### src/rtl/store_buffer_pkg.sv
// store_buffer_pkg: shared entry layout and word-index slice for the store buffer and DM.
package store_buffer_pkg;
  localparam int ADDR_W  = 32;
  localparam int DATA_W  = 32;
  localparam int PC_W    = 32;
  localparam int WIDX_HI = 11;
  localparam int WIDX_LO = 2;
  localparam int WIDX_W  = WIDX_HI - WIDX_LO + 1;
  typedef struct packed {
    logic [ADDR_W-1:0] addr;
    logic [DATA_W-1:0] wdata;
    logic [PC_W-1:0]   pc;
  } sb_entry_t;
  function automatic logic [WIDX_W-1:0] widx(input logic [ADDR_W-1:0] a);
    return a[WIDX_HI:WIDX_LO];
  endfunction
endpackage

### src/rtl/store_buffer_fwd_match.sv
// sb_fwd_match: finds the youngest valid entry whose word index equals the load's word index.
module sb_fwd_match
  import store_buffer_pkg::*;
#(
  parameter int DEPTH = 4,
  parameter int PTR_W = 2
) (
  input  logic [DEPTH-1:0]             vld_i,
  input  logic [DEPTH-1:0][WIDX_W-1:0] widx_i,
  input  logic [PTR_W-1:0]             rd_ptr_i,
  input  logic [WIDX_W-1:0]            ld_widx_i,
  output logic                         hit_o,
  output logic [PTR_W-1:0]             idx_o
);
  logic [PTR_W-1:0] slot;
  // Walk oldest to youngest so the last match seen is the youngest.
  always_comb begin
    hit_o = 1'b0;
    idx_o = '0;
    slot = '0;
    for (int k = 0; k < DEPTH; k++) begin
      slot = rd_ptr_i + PTR_W'(k);
      if (vld_i[slot] && widx_i[slot] == ld_widx_i) begin
        hit_o = 1'b1;
        idx_o = slot;
      end
    end
  end
endmodule

### src/rtl/store_buffer.sv
// store_buffer: word-store FIFO draining into DM, with youngest-match load forwarding.
module store_buffer
  import store_buffer_pkg::*;
#(
  parameter int DEPTH = 4,
  parameter int PTR_W = 2
) (
  input  logic        clk,
  input  logic        reset,
  input  logic        st_valid,
  input  logic [31:0] st_addr,
  input  logic [31:0] st_wdata,
  input  logic [31:0] st_pc,
  output logic        st_full,
  input  logic [31:0] ld_addr,
  output logic        ld_hit,
  output logic [31:0] ld_data,
  input  logic        dm_ready,
  output logic        dm_we,
  output logic [31:0] dm_addr,
  output logic [31:0] dm_wd,
  output logic [31:0] dm_pc,
  output logic        empty,
  output logic        overflow
);
  localparam int CW = PTR_W + 1;
  sb_entry_t ent_q [DEPTH];
  sb_entry_t head;
  logic [DEPTH-1:0] vld_q, vld_d;
  logic [PTR_W-1:0] rd_ptr_q, rd_ptr_d, wr_ptr_q, wr_ptr_d, hit_idx;
  logic [CW-1:0] count_q, count_d;
  logic overflow_q, overflow_d, push, pop;
  logic [DEPTH-1:0][WIDX_W-1:0] widx_v;
  logic unused_ld_bits;
  assign unused_ld_bits = ^{ld_addr[31:WIDX_HI+1], ld_addr[WIDX_LO-1:0]};
  assign empty = count_q == '0;
  assign st_full = count_q == CW'(DEPTH);
  assign pop = !empty && dm_ready;
  assign push = st_valid && (!st_full || pop);
  assign dm_we = pop;
  assign head = empty ? '0 : ent_q[rd_ptr_q];
  assign dm_addr = head.addr;
  assign dm_wd = head.wdata;
  assign dm_pc = head.pc;
  assign overflow = overflow_q;
  always_comb begin
    widx_v = '0;
    for (int i = 0; i < DEPTH; i++) widx_v[i] = widx(ent_q[i].addr);
  end
  sb_fwd_match #(.DEPTH(DEPTH), .PTR_W(PTR_W)) u_match (
    .vld_i    (vld_q),
    .widx_i   (widx_v),
    .rd_ptr_i (rd_ptr_q),
    .ld_widx_i(ld_addr[WIDX_HI:WIDX_LO]),
    .hit_o    (ld_hit),
    .idx_o    (hit_idx)
  );
  assign ld_data = ld_hit ? ent_q[hit_idx].wdata : '0;
  // On a full push+pop both pointers hit the same slot; the push must win the valid bit.
  always_comb begin
    rd_ptr_d = rd_ptr_q + PTR_W'(pop);
    wr_ptr_d = wr_ptr_q + PTR_W'(push);
    count_d = count_q + CW'(push) - CW'(pop);
    overflow_d = overflow_q | (st_valid & !push);
    vld_d = vld_q;
    if (pop) vld_d[rd_ptr_q] = 1'b0;
    if (push) vld_d[wr_ptr_q] = 1'b1;
  end
  always_ff @(posedge clk) begin
    if (reset) begin
      rd_ptr_q <= '0;
      wr_ptr_q <= '0;
      count_q <= '0;
      vld_q <= '0;
      overflow_q <= 1'b0;
    end else begin
      rd_ptr_q <= rd_ptr_d;
      wr_ptr_q <= wr_ptr_d;
      count_q <= count_d;
      vld_q <= vld_d;
      overflow_q <= overflow_d;
      if (push) ent_q[wr_ptr_q] <= '{addr: st_addr, wdata: st_wdata, pc: st_pc};
    end
  end
endmodule

### config.mk
export PLATFORM = sky130hd
export DESIGN_NAME = store_buffer
export DESIGN_NICKNAME = d
export VERILOG_FILES = /design/src/rtl/store_buffer_pkg.sv /design/src/rtl/store_buffer_fwd_match.sv /design/src/rtl/store_buffer.sv
export SDC_FILE = /design/constraint.sdc
export NUM_CORES = 1
export LEC_CHECK = 0
export ABC_AREA = 1
export BUFFER_PORTS_ARGS = -buffer_cell sky130_fd_sc_hd__buf_2
export CAP_MARGIN = 40
export CORE_MARGIN = 10
export CORE_UTILIZATION = 45
export CTS_CLUSTER_SIZE = 8
export DETAILED_ROUTE_END_ITERATION = 10
export PLACE_DENSITY = 0.67
export SLEW_MARGIN = 25
export SYNTH_ARGS = -nofsm -noshare
export SYNTH_HDL_FRONTEND = slang
export SYNTH_SLANG_ARGS = --single-unit
### constraint.sdc
create_clock -name clk -period 19.4 [get_ports clk]
set_clock_uncertainty 0.2 [all_clocks]
set_input_delay 0 -clock clk [delete_from_list [all_inputs] [get_ports clk]]
set_output_delay 0 -clock clk [all_outputs]
set_load 0.03 [all_outputs]
==> metrics.md, run 1 <==
| Metric | Value |
|---|---|
| CTS max path bufs | 3 |
| Core footprint | 40900 um2 |
| #FFs+latches synth | 396 |
| Final WL | 54600 um |
| Fmax | 152 MHz |
| Commonest non-fill, non-tap cell in the layout | edfxtp_1 |
| Port Buffers | 242 |
| FF/Latch Area | 11800 um2 |
| Setup_tns | 0 ns |
| Peak supply drop | 0.106 mV |
| Chip width | 224 um |
| Static leakage | 9.67 nW |
| Crit path kind | reg2out |
| Pin count of the biggest net entering global routing | 107 |
| Fill cells | 3379 |
| Cell variety after synth | 34 |
| First-pass GRT wire length | 85400 um |
| Drt pass-1 iters | 6 |
| Worst-path clk slew | 0.05 ns |
| Post-Synthesis Cell Area | 18700 um2 |
| Register-to-register path setup slack | 16.27 ns |
| TritonCTS buffer count | 55 |
| Max Cap Violations | 0 |
| Total grt overflow | 0 |
| Vias post-DR | 15.5k |
| Starting Density | 0.457 |
| Crit-path max FO | 65 |
| Most frequent cells in the layout | edfxtp_1 (384), nand2_1 (374), nor2_1 (321) |
| Status | finished, final reports clean |
| CP required | 19.20 ns |
| Unrepaired setup endpoints after global routing | no |
| CP Capture Type | output port |
| Footprint of the multi-input gates | 5910 um2 |
| Final hold slack | 0.0170 ns |
| PwrDens | 134 nW/um2 |
| Max Slew Vio Count | 0 |
| Final nets | 2464 |
| Post-cts resize count | 0 |
| Initial antenna violation count | 3 |
| Final worst path period need | 6.57 ns |
| Clk Latency, worst-skew pair | 0.59 ns |
| Detail Route Antenna Nets | 0 |
| H-tree depth | 2 |
| Root Buffer | clkbuf_16 |
| Hold crit path type | in2reg |
| Syn Area/Cell | 9.73 um2 |
| Wirelength per Cell | 19.0 um |
| Initial DRC count | 1286 |
| DIE HEIGHT | 224 um |
| Vias in the first global route | 15.7k |
| Slew @ Worst Pin | 0.873 ns |
| Cell count after synthesis | 1922 |
| Register area share after synthesis | 0.630 |
| Core Rows | 74 |
| Vias per cell | 5.40 |
| Setup violations, final | 0 |
| Yosys warns | 0 |
| Residual DRC | 0 |
| Layout cells sized above 1 | 0.160 |
| DP Wirelength | 32100 um |
| Synthesis-to-finish area growth | 27.2% |
| Final worst-path cycle share | 0.339 |
| GRT Overall Usage | 0.212 |
| CP arrival | 6.37 ns |
| Final hold vios | 0 |
| Die Area | 50100 um2 |
| Power, Total | 3.19 mW |
| CTS tree | yes |
| RePlAce Congestion | 0.897 |
| Headroom to the max-slew limit | 0.418 |
| CTS Sinks | 396 |
| Type of origin of the critical path | register |
| Top Ports | 265 |
| Syn_nets | 2062 |
-- routing by layer --
layer  GRT usage  wire [um]
met5           0          0
met4      0.0641        944
met3      0.0628       4650
met2       0.360      26700
met1       0.255      22400
-- repair_timing --
| item | in CTS | in global routing |
|---|---|---|
| endpoints found under the hold margin | 396 | 0 |
| buffers inserted | 0 | 0 |
| hold buffers | 189 | 0 |
-- final cells by class --
type / instances / area share
inverter: 109 / 0.0176
clock inverter: 3 / 0.00231
antenna: 3 / 0.000316
timing repair buffer: 460 / 0.148
multi-input combinational: 1302 / 0.248
sequential: 396 / 0.495
tap: 532 / 0.0280
clock buffer: 65 / 0.0603
-- cells by family after synthesis --
family          share of synthesized area
flops                               0.630
buf+inv                            0.0561
compound gates                     0.0924
fa+ha+maj                         0.00576
simple gates                        0.214
xor+xnor                          0.00187
-- Yosys cell counts (all sizes together) --
cell type,count,area [um2]
a21boi,1,11.3
a21oi,155,806
a31o,4,35.0
buf,72,474
clkbuf,43,161
clkinv,2,7.51
dfxtp,12,240
edfxtp,384,11500
fa,1,20.0
ha,7,87.6
inv,107,407
nand2,381,1460
nand3,232,1220
nand3b,2,15.0
nand4,10,62.6
nor2,325,1220
nor3,3,15.0
nor3b,1,7.51
o21ai,175,876
or2,1,6.26
xnor2,2,17.5
xor2,2,17.5
-- report_power, final --
part           leakage, nW  switching [mW]  internal, mW
combinational         5.36           0.949         0.357
clock                0.726           0.342         0.512
sequential            3.59          0.0374         0.988
total                 9.67            1.33          1.86
-- critical path, cell delays in order, from the launching register on --
cell and delay, ns:
dfxtp_4 0.89, inv_4 0.45, ha_1 0.64, buf_6 0.26, inv_2 0.35, nand3_1 0.13
nand2_1 0.10, xor2_1 0.25, nor3_1 0.09, nand3_1 0.14, nand2_1 0.08, nand2_2 0.05
buf_4 0.61, nand2_4 0.64, nand2_1 0.23, nand3_1 0.10, a21oi_1 0.32, buf_2 0.27
-- stage by stage --
step | instance area (um2) | cells | utilization | setup slack [ns]
6_report | 23800 | 2870 | 0.581 | 12.83
5_1_grt | 23800 | 2870 | 0.581 | 12.37
4_1_cts | 23700 | 2864 | 0.580 | 12.54
3_5_place_dp | 20300 | 2607 | 0.497 | 13.20
3_3_place_gp | 20100 | 2597 | 0.491 | 12.68
2_1_floorplan | 18700 | 1922 | - | 11.05
-- final timing paths --
kind                                             start                     end  cells after the start
worst max-delay path            rd_ptr_q[1]$_SDFF_PP0_             ld_data[31]                     17
worst max register to register   count_q[1]$_SDFF_PP0_   count_q[2]$_SDFF_PP0_                     11
worst min register to register     overflow$_SDFF_PP0_     overflow$_SDFF_PP0_                      2
worst min-delay path                       st_wdata[1]  ent_q[2][33]$_DFFE_PP_                      2
-- sequential cells by signal, indices dropped and copies added, names as in the netlist --
name,count
wr_ptr_q,2
count_q,3
rd_ptr_q,2
vld_q,4
ent_q,384
overflow,1
Note: power is estimated with default switching activity, not from simulation.
==> run 2: changes to the inputs <==
Clock period 19.4 ns to 6.4 ns, I/O delays scaled along.
==> run 2 against run 1 <==
  * Critical path depth is the same
  * Total power grew to 3.0 times the previous value
  * Combinational power rose to 3.1 times the previous value
  * Count of clock-buffer cells in the layout grew 1
  * Sequential share of layout area decreased by 0.13 points
  * Final area rose by 0.26%
  * Sequential cell count is the same
  * Die area is the same
  * Non-clock buffer count rose by 8
  * Wire length decreased by 1.1%
  * Highest routed layer unchanged
==> metrics.md, run 2 (same netlist as run 1, synthesis figures left out) <==
| Metric | Value |
|---|---|
| Status | finished, final reports clean |
| RePlAce Congestion | 0.877 (-2.2%) |
| Final Cell Area | 23900 um2 (+0.26%) |
| Crit-path max FO | 53 (-18%) |
| Slew @ Worst Pin | 0.848 ns (-0.0252 ns) |
| Chip width | 224 um (unchanged) |
| PwrDens | 403 nW/um2 (+200%) |
| Fmax | 190 MHz |
| Static leakage | 9.70 nW (+0.30%) |
| CP required | 6.20 ns (-13.00 ns) |
| Core footprint | 40900 um2 (unchanged) |
| Footprint of the multi-input gates | 5910 um2 (unchanged) |
| CTS Sinks | 396 (unchanged) |
| Worst r2r path cells | 11 (unchanged) |
| Clk Latency, worst-skew pair | 0.59 ns (about the same) |
| DIE HEIGHT | 224 um (unchanged) |
| DP Wirelength | 32000 um (-0.17%) |
| GRT Overall Usage | 0.211 (-0.00113) |
| Final worst path period need | 5.25 ns |
| Initial antenna violation count | 5 (+2) |
| Hold depth | 2 (unchanged) |
| First-pass GRT wire length | 84900 um (-0.61%) |
| CTS tree | yes |
| Type of origin of the critical path | register |
| FF/Latch Area | 11800 um2 (unchanged) |
| Commonest non-fill, non-tap cell in the layout | edfxtp_1 |
| FF-to-FF Start | count_q[1]$_SDFF_PP0_ |
| Headroom to the max-slew limit | 0.435 (+0.0168) |
| Top Ports | 265 (unchanged) |
| Vias in the first global route | 15.6k (-0.42%) |
| Power, Total | 9.62 mW (+200%) |
| Final nets | 2472 (+0.32%) |
| Max Slew Vio Count | 0 (unchanged) |
| CP Capture Type | output port |
| Fill cells | 3371 (-0.24%) |
| Crit path kind | reg2out |
| Layout cells sized above 1 | 0.160 (+0.000170) |
| RR Endpoint | count_q[2]$_SDFF_PP0_ |
| Top register by number of flip-flops | ent_q |
| Number of flip-flops in the largest register | 384 (unchanged) |
| Worst hold start | st_wdata[29] |
| Hold Path End | ent_q[2][61]$_DFFE_PP_ |
| Buffers inserted during post-CTS setup optimization | 0 (unchanged) |
| Core Rows | 74 (unchanged) |
| Wirelength per Cell | 18.7 um (-1.5%) |
| Placed cell count | 2611 (+0.15%) |
| Die Area | 50100 um2 (unchanged) |
| CTS max path bufs | 3 (unchanged) |
| Final hold vios | 0 (unchanged) |
| Pin count of the biggest net entering global routing | 129 (+21%) |
| Hold crit path type | in2reg |
| Initial DRC count | 1372 (+6.7%) |
| Vias post-DR | 15.6k (+0.46%) |
| Total grt overflow | 0 (unchanged) |
| Port Buffers | 242 (unchanged) |
| Detail Route Antenna Nets | 0 (unchanged) |
| CP arrival | 5.05 ns (-1.32 ns) |
| Drt pass-1 iters | 9 (+3) |
| Final WL | 54000 um (-1.1%) |
| Most frequent cells in the layout | edfxtp_1 (384), nand2_1 (374), nor2_1 (321) |
| Register-to-register path setup slack | 3.48 ns (-12.79 ns) |
| Area after DPL | 20400 um2 (+0.22%) |
| Starting Density | 0.457 (unchanged) |
| Peak supply drop | 0.417 mV (+290%) |
| Max Cap Violations | 0 (unchanged) |
| Residual DRC | 0 (unchanged) |
| Vias per cell | 5.41 (about the same) |
| Unrepaired setup endpoints after global routing | no |
| Final worst-path cycle share | 0.821 |
| Largest registers | ent_q x384, vld_q x4, count_q x3 |
| Layout Cells excl Fill | 2882 (+0.42%) |
| Setup violations, final | 0 (unchanged) |
| H-tree depth | 2 (unchanged) |
| TritonCTS buffer count | 55 (unchanged) |
| Synthesis-to-finish area growth | 27.6% |
| Root Buffer | clkbuf_16 |
| Worst-path clk slew | 0.05 ns (about the same) |
run 2: cell types whose count changed in the layout (fill, tap and decap cells not counted), sizes merged:
cell	before	now
bufinv	0	1
inv	107	109
dlygate4sd3	189	195
clkinv	5	3
buf	271	273
diode	3	5
clkbuf	65	66
run 2: how the worst max path moves through the flow:
stage	start	slack [ns]	end
final	rd_ptr_q[1]$_SDFF_PP0_	1.15	ld_data[16]
after detailed placement	rd_ptr_q[0]$_SDFF_PP0_	1.57	ld_data[31]
after CTS	rd_ptr_q[0]$_SDFF_PP0_	0.92	ld_data[31]
after global routing	rd_ptr_q[1]$_SDFF_PP0_	0.82	ld_data[31]
after floorplan	count_q[1]$_SDFF_PP0_	-1.95	ent_q[0][0]$_DFFE_PP_
after global placement	rd_ptr_q[1]$_SDFF_PP0_	1.48	ld_data[31]
run 2: worst max-delay path, stage by stage, from the launching register on:
cell	delay (ns)
dfxtp_4	0.86
inv_4	0.03
ha_1	0.29
buf_4	0.24
inv_2	0.40
nand3_1	0.13
nand2_1	0.11
xor2_1	0.27
nand2_1	0.08
nor2_1	0.26
a21oi_2	0.12
nand2_4	0.29
buf_4	0.55
nand3_1	0.15
nand2_1	0.11
nand2_1	0.06
a21oi_1	0.21
buf_2	0.25
run 2: final cells by class:
class	instances	share of cell area
Inverter	109	0.0175
Timing Repair Buffer	468	0.151
Multi-Input combinational cell	1302	0.248
Tap cell	532	0.0279
Sequential cell	396	0.494
Clock inverter	4	0.00236
Clock buffer	66	0.0594
Antenna cell	5	0.000525
run 2: metal layers:
| layer | routed length (um) | share of wire | vias up | GRT usage |
|---|---|---|---|---|
| li1 | - | - | 7406 | - |
| met1 | 22200 | 0.41 | 7477 | 0.258 |
| met2 | 26200 | 0.48 | 585 | 0.355 |
| met3 | 4470 | 0.083 | 110 | 0.0534 |
| met4 | 1140 | 0.021 | 0 | 0.0737 |
| met5 | 0 | 0 | - | 0 |
run 2: what timing repair did:
action                    4_1_cts  5_1_grt
hold endpoints to repair      396        0
hold buffers                  195        0
resized for setup               0        0
run 2: power by group:
group	leakage, nW	switching, mW	internal (mW)
Sequential	3.59	0.0723	3.00
Combinational	5.39	2.92	1.08
Clock	0.719	0.992	1.56
run 2: per-stage QoR:
step | hold WS [ns] | setup slack, ns | setup TNS [ns] | utilization
2_1_floorplan | -0.101 | -1.95 | -378.65 | -
3_3_place_gp | 0.0121 | 1.48 | 0 | 0.492
3_5_place_dp | 0.0163 | 1.57 | 0 | 0.498
4_1_cts | 0.0154 | 0.920 | 0 | 0.582
5_1_grt | 0.0210 | 0.817 | 0 | 0.583
6_report | 0.00889 | 1.15 | 0 | 0.583
